[src/rtl/axis_pixel_unpacker.sv]
// axis_pixel_unpacker: turns packed multi-pixel AXI-Stream words from the
// convolver into a one-pixel-per-beat stream, flagging the final pixel of
// each output column and counting completed columns.
module axis_pixel_unpacker #(
  parameter int DATA_WIDTH = 32,
  parameter int NB_PIXEL   = 8,
  parameter int COL_PIXELS = 10,
  parameter int NB_COL_CNT = 16
) (
  input  logic                  axi_clk,
  input  logic                  axi_reset,
  input  logic                  s_axis_valid,
  input  logic [DATA_WIDTH-1:0] s_axis_data,
  output logic                  s_axis_ready,
  output logic                  m_axis_valid,
  output logic [NB_PIXEL-1:0]   m_axis_data,
  output logic                  m_axis_last,
  input  logic                  m_axis_ready,
  output logic [NB_COL_CNT-1:0] o_col_count
);

  localparam int PPW     = DATA_WIDTH / NB_PIXEL;
  localparam int IDX_W   = (PPW > 1) ? $clog2(PPW) : 1;
  // One extra bit so the lane count can represent PPW itself.
  localparam int LANE_W  = IDX_W + 1;
  localparam int COL_W   = $clog2(COL_PIXELS + 1);
  localparam int CNT_W   = (COL_W > LANE_W) ? COL_W : LANE_W;

  typedef enum logic {
    S_EMPTY,
    S_HOLD
  } state_t;

  state_t                state_q;
  state_t                state_d;
  logic [DATA_WIDTH-1:0] word_q;
  logic [IDX_W-1:0]      lane_q;
  logic [LANE_W-1:0]     nlanes_q;
  logic [LANE_W-1:0]     nlanes_load;
  logic [CNT_W-1:0]      pix_cnt_q;
  logic [CNT_W-1:0]      pix_cnt_next;
  logic [CNT_W-1:0]      pix_remain;
  logic [NB_COL_CNT-1:0] col_cnt_q;
  logic                  hold;
  logic                  last_lane;
  logic                  col_end;
  logic                  s_ready_int;
  logic                  in_fire;
  logic                  out_fire;
  logic [NB_PIXEL-1:0]   lanes [PPW];

  // Valid lanes in a newly loaded word: a full word unless fewer pixels
  // remain in the current column, in which case only those low lanes count.
  function automatic logic [LANE_W-1:0] clamp_lanes(input logic [CNT_W-1:0] remain);
    if (remain >= CNT_W'(PPW))
      return LANE_W'(PPW);
    else
      return remain[LANE_W-1:0];
  endfunction

  for (genvar k = 0; k < PPW; k++) begin : g_lane
    assign lanes[k] = word_q[k*NB_PIXEL +: NB_PIXEL];
  end

  assign hold      = (state_q == S_HOLD);
  assign last_lane = ((LANE_W'(lane_q) + LANE_W'(1)) == nlanes_q);
  assign col_end   = (pix_cnt_q == CNT_W'(COL_PIXELS - 1));

  // Everything visible is forced low while reset is held, before the
  // registers have had an edge to clear.
  assign s_axis_ready = s_ready_int & ~axi_reset;
  assign m_axis_valid = hold & ~axi_reset;
  assign m_axis_data  = m_axis_valid ? lanes[lane_q] : '0;
  assign m_axis_last  = m_axis_valid & col_end;
  assign o_col_count  = axi_reset ? '0 : col_cnt_q;

  assign in_fire  = s_axis_valid & s_axis_ready;
  assign out_fire = m_axis_valid & m_axis_ready;

  // Column position after this cycle's output beat; a word loaded in the
  // same cycle sizes itself from this value.
  assign pix_cnt_next = !out_fire ? pix_cnt_q :
                        (col_end ? '0 : pix_cnt_q + CNT_W'(1));
  assign pix_remain   = CNT_W'(COL_PIXELS) - pix_cnt_next;
  assign nlanes_load  = clamp_lanes(pix_remain);

  // State register.
  always_ff @(posedge axi_clk) begin
    if (axi_reset)
      state_q <= S_EMPTY;
    else
      state_q <= state_d;
  end

  // Next state and input readiness; a word is taken while empty or in the
  // same cycle the last lane of the held word leaves, giving no bubbles.
  always_comb begin
    state_d     = state_q;
    s_ready_int = 1'b0;
    case (state_q)
      S_EMPTY: begin
        s_ready_int = 1'b1;
        if (s_axis_valid)
          state_d = S_HOLD;
      end
      S_HOLD: begin
        s_ready_int = m_axis_ready & last_lane;
        if (m_axis_ready && last_lane && !s_axis_valid)
          state_d = S_EMPTY;
      end
      default: state_d = S_EMPTY;
    endcase
  end

  // Held word, lane pointer and column/pixel counters.
  always_ff @(posedge axi_clk) begin
    if (axi_reset) begin
      word_q    <= '0;
      lane_q    <= '0;
      nlanes_q  <= '0;
      pix_cnt_q <= '0;
      col_cnt_q <= '0;
    end else begin
      if (in_fire) begin
        word_q   <= s_axis_data;
        lane_q   <= '0;
        nlanes_q <= nlanes_load;
      end else if (out_fire && !last_lane) begin
        lane_q <= lane_q + IDX_W'(1);
      end
      pix_cnt_q <= pix_cnt_next;
      if (out_fire && col_end)
        col_cnt_q <= col_cnt_q + NB_COL_CNT'(1);
    end
  end

endmodule

[config.mk]
export PLATFORM = sky130hd
export DESIGN_NAME = axis_pixel_unpacker
export DESIGN_NICKNAME = d
export VERILOG_FILES = /design/src/rtl/axis_pixel_unpacker.sv
export SDC_FILE = /design/constraint.sdc
export NUM_CORES = 1
export LEC_CHECK = 0
export CAP_MARGIN = 15
export CELL_PAD_IN_SITES_DETAIL_PLACEMENT = 0
export CELL_PAD_IN_SITES_GLOBAL_PLACEMENT = 1
export CORE_MARGIN = 1.5
export CORE_UTILIZATION = 30
export CTS_CLUSTER_DIAMETER = 100
export DETAILED_ROUTE_END_ITERATION = 6
export PLACE_DENSITY = 0.67
export SLEW_MARGIN = 20
export SYNTH_ARGS = -nofsm -noshare
export SYNTH_HDL_FRONTEND = slang
export SYNTH_SLANG_ARGS = --single-unit
[constraint.sdc]
create_clock -name axi_clk -period 2.65 [get_ports axi_clk]
set_input_delay 0.53 -clock axi_clk [delete_from_list [all_inputs] [get_ports axi_clk]]
set_output_delay 0.53 -clock axi_clk [all_outputs]
set_load 0.02 [all_outputs]
==> insert_results.sql <==
INSERT INTO impl_metrics (metric_group, metric, value, unit) VALUES
('finish', 'areaGrowthSynthToFinish', '34.1', '%'),
('timing', 'tightestPinTransition', '382', 'ps'),
('cts', 'cts.repair_timing.setup_buffer_count', '0', ''),
('drt', 'wl', '6.75', 'mm'),
('setup_path', 'worst-setup-path-type', 'flip-flop to primary output', ''),
('finish', 'share_of_layout_cells_above_drive_strength_1', '0.0990', ''),
('placement', 'gpl_congestion', '0.774', ''),
('cts', 'cts_tree', 'yes', ''),
('cts', 'tritoncts.num_buffers', '9', ''),
('setup_path', 'rr_startpoint', 'pix_cnt_q[0]', ''),
('floorplan', 'boundaryPins', '63', ''),
('floorplan', 'fp-row-count', '35', ''),
('drt', 'antenna_violating_nets_remaining', '0', ''),
('placement', 'place.detailed.hpwl', '4.59', 'mm'),
('timing', 'final.min_clock_period', '2500', 'ps'),
('cts', 'cts-root-buf', 'sky130_fd_sc_hd__clkbuf_8', ''),
('logic_synthesis', 'postSynthAreaPerCell', '8.70', 'um2'),
('logic_synthesis', 'yosys.area.top_type', 'sky130_fd_sc_hd__dfxtp_1', ''),
('timing', 'fmax', '399', 'MHz'),
('setup_path', 'critical_path.endpoint_type', 'primary output', ''),
('cts', 'worst_setup_hold_path_clk_slew', '60', 'ps'),
('global_route', 'grt_util_all_layers', '0.144', ''),
('logic_synthesis', 'synth_area', '2910', 'um2'),
('finish', 'final_area', '3900', 'um2'),
('logic_synthesis', 'synth_sequential_area_ratio', '0.399', ''),
('setup_path', 'crit_path_start', 'lane_q[0]', ''),
('placement', 'dpl_cell_area', '3700', 'um2'),
('global_route', 'grt_antenna_before_repair', '0', ''),
('floorplan', 'dieArea', '10300', 'um2'),
('placement', 'port_buffers', '62', ''),
('timing', 'grt_setup_unrepaired', 'no', ''),
('floorplan', 'initial_utilization', '0.312', ''),
('finish', 'finish.net_count', '439', ''),
('setup_path', 'crit_end', 's_axis_ready', ''),
('timing', 'timing.final.hold_violations', '0', ''),
('drt', 'via_count', '2439', ''),
('global_route', 'gr-total-overflow', '0', ''),
('logic_synthesis', 'synth_top_flop_cell', 'sky130_fd_sc_hd__dfxtp_1', ''),
('worst_hold_path', 'min_from', 'word_q[3]', ''),
('logic_synthesis', 'synth.yosys.warnings', '0', ''),
('cts', 'cts.hold.buffers_added', '0', ''),
('timing', 'setup_viols_final', '0', ''),
('setup_path', 'crit-reg2reg-capture', 'nlanes_q[0]', ''),
('worst_hold_path', 'min-delay-path-class', 'flip-flop to flip-flop', ''),
('global_route', 'grt_pass1_wl', '11.5', 'mm'),
('logic_synthesis', 'syn_inst', '334', ''),
('finish', 'antennaDiodeCount', '0', ''),
('setup_path', 'worst_ep_required_time', '2120', 'ps'),
('timing', 'final-max-slew-violation-count', '0', ''),
('cts', 'post_cts_resized', '8', ''),
('run', 'drv.max_cap_violation_count', '0', ''),
('timing', 'post-route-period-util', '0.945', ''),
('setup_path', 'arrival', '1970', 'ps'),
('floorplan', 'core_area', '9330', 'um2'),
('status', 'outcome', 'complete, no violations', ''),
('logic_synthesis', 'synth_enable_flop_cells', '0', ''),
('drt', 'route.detailed.drc', '0', ''),
('drt', 'routedWlPerCell', '12.7', 'um'),
('timing', 'worst_hold_slack', '468', 'ps'),
('drt', 'viasPerCell', '4.58', ''),
('power', 'power_density', '507', 'nW/um2'),
('power', 'leakagePower', '1.58', 'nW'),
('global_route', 'grt_pass1_vias', '2416', ''),
('logic_synthesis', 'synthTopCellsByArea', 'sky130_fd_sc_hd__dfxtp_1 (40%), sky130_fd_sc_hd__nand2_1 (9.3%), sky130_fd_sc_hd__nand3b_1 (9.3%)', ''),
('cts', 'clk_path_buf_depth', '2', ''),
('floorplan', 'fp.dieW', '101', 'um'),
('logic_synthesis', 'synthDominantCellAreaShare', '0.399', ''),
('power', 'ir_worst_vdd', '189', 'uV'),
('logic_synthesis', 'postSynthRegisterBits', '58', ''),
('global_route', 'grt_start_max_net_pins', '35', ''),
('timing', 'skew', '3.60', 'ps'),
('drt', 'drt_pre_antenna_iters', '4', ''),
('setup_path', 'critical_path_startpoint_category', 'flip-flop', ''),
('cts', 'cts_num_sinks', '58', ''),
('cts', 'cts-htree-levels', '3', ''),
('logic_synthesis', 'synthArstFlopShare', '0', ''),
('floorplan', 'die_y', '101', 'um'),
('setup_path', 'crit_path_max_fanout', '2', ''),
('logic_synthesis', 'yosysUniqueCellTypes', '45', ''),
('timing', 'relSlewSlack', '0.745', ''),
('cts', 'clock_latency', '320', 'ps'),
('drt', 'initialDrtViolationCount', '56', ''),
('logic_synthesis', 'postSynthNetCount', '373', ''),
('setup_path', 'ff2ff_setup_slack', '310', 'ps'),
('setup_path', 'ff2ff_path_depth', '9', '');
[layout by cell type (no fill, tap or decap), drive strengths merged, types with 9 or more instances in the layout]
master         instances
nand3b                36
nor3                   9
and2                   9
dfxtp                 58
clkbuf                13
nor2b                 14
buf                   17
xnor2                 12
nand2                 72
clkdlybuf4s50         52
nor2                  24
[area by class of cell]
cell class	count	area, um2
clock buffer	13	169
clock inverter	2	35.0
fill	958	5430
inverter	8	30.0
multi-input combinational	245	1590
sequential	58	1160
tap	129	161
timing repair buffer	78	753
[per-layer routing]
layer	track usage	up-vias	wire [um]	share of wire
met1	0.198	1116	3430	0.51
met3	0.0442	2	383	0.057
met5	0	-	0	0
met2	0.217	59	2900	0.43
met4	0.0417	0	31	0.0046
li1	-	1262	-	-
[through the flow]
step / utilization / TNS, ps / setup WS, ps / cells / total power, mW
after floorplan: - / 0 / 124 / 334 / 1.07
after global placement: 0.397 / -230 / -90.2 / 518 / 1.16
after detailed placement: 0.397 / -407 / -123 / 518 / 1.17
after CTS: 0.417 / 0 / 2.19 / 533 / 2.01
after global routing: 0.418 / 0 / 45.6 / 533 / 2.08
final: 0.418 / 0 / 146 / 533 / 1.97
[state kept, by name, summed over array words and instances (netlist names)]
signal,cells
word_q,32
col_cnt_q,16
pix_cnt_q,4
nlanes_q,3
lane_q,2
hold,1
[cells by family after synthesis]
kind of cell | after synthesis | share of synthesized area
adder cells (fa/ha/maj) | 3 | 0.0129
AO/OA/AOI/OAI | 21 | 0.0474
buffers and inverters | 31 | 0.0547
flip-flops | 58 | 0.399
XOR/XNOR | 18 | 0.0542
multiplexers | 12 | 0.0788
AND/OR/NAND/NOR | 191 | 0.353
[worst min-delay path by stage]
stage	endpoint	slack [ps]	depth (start not counted)
6_report	word_q[3]	470	2
5_1_grt	word_q[3]	490	2
4_1_cts	word_q[8]	470	2
3_5_place_dp	word_q[8]	460	2
3_3_place_gp	word_q[17]	460	2
2_1_floorplan	word_q[15]	440	2
[where the power goes]
group | leakage [nW] | internal, mW | switching, mW
clock | 0.106 | 0.505 | 0.326
sequential | 0.474 | 0.912 | 0.0232
combinational | 1.00 | 0.116 | 0.0913
[synthesized netlist by cell type (2+ instances only)]
cell                       count
sky130_fd_sc_hd__nand2_1      72
sky130_fd_sc_hd__dfxtp_1      58
sky130_fd_sc_hd__nand3b_1     36
sky130_fd_sc_hd__nor2_1       24
sky130_fd_sc_hd__clkbuf_1     14
sky130_fd_sc_hd__nor2b_1      14
sky130_fd_sc_hd__xnor2_1      12
sky130_fd_sc_hd__and2_1        9
sky130_fd_sc_hd__nor3_1        9
sky130_fd_sc_hd__inv_1         7
sky130_fd_sc_hd__a21oi_1       6
sky130_fd_sc_hd__mux4_2        6
sky130_fd_sc_hd__nand3_1       6
sky130_fd_sc_hd__xor2_1        6
sky130_fd_sc_hd__buf_6         5
sky130_fd_sc_hd__o21ai_0       5
sky130_fd_sc_hd__buf_2         4
sky130_fd_sc_hd__or3_1         4
sky130_fd_sc_hd__ha_1          3
sky130_fd_sc_hd__mux2i_1       3
sky130_fd_sc_hd__and4_1        2
sky130_fd_sc_hd__mux4_1        2
sky130_fd_sc_hd__nand2b_1      2
sky130_fd_sc_hd__nand4_1       2
sky130_fd_sc_hd__nand4b_1      2
sky130_fd_sc_hd__nor4b_1       2
[critical path, cell delays in order, from the launching register on]
cell	delay [ps]
sky130_fd_sc_hd__dfxtp_1	310
sky130_fd_sc_hd__ha_1	310
sky130_fd_sc_hd__xor2_1	190
sky130_fd_sc_hd__o41a_1	410
sky130_fd_sc_hd__nor2_1	90
sky130_fd_sc_hd__dlygate4sd2_1	330
No activity file was read; power rests on OpenSTA's default activity.
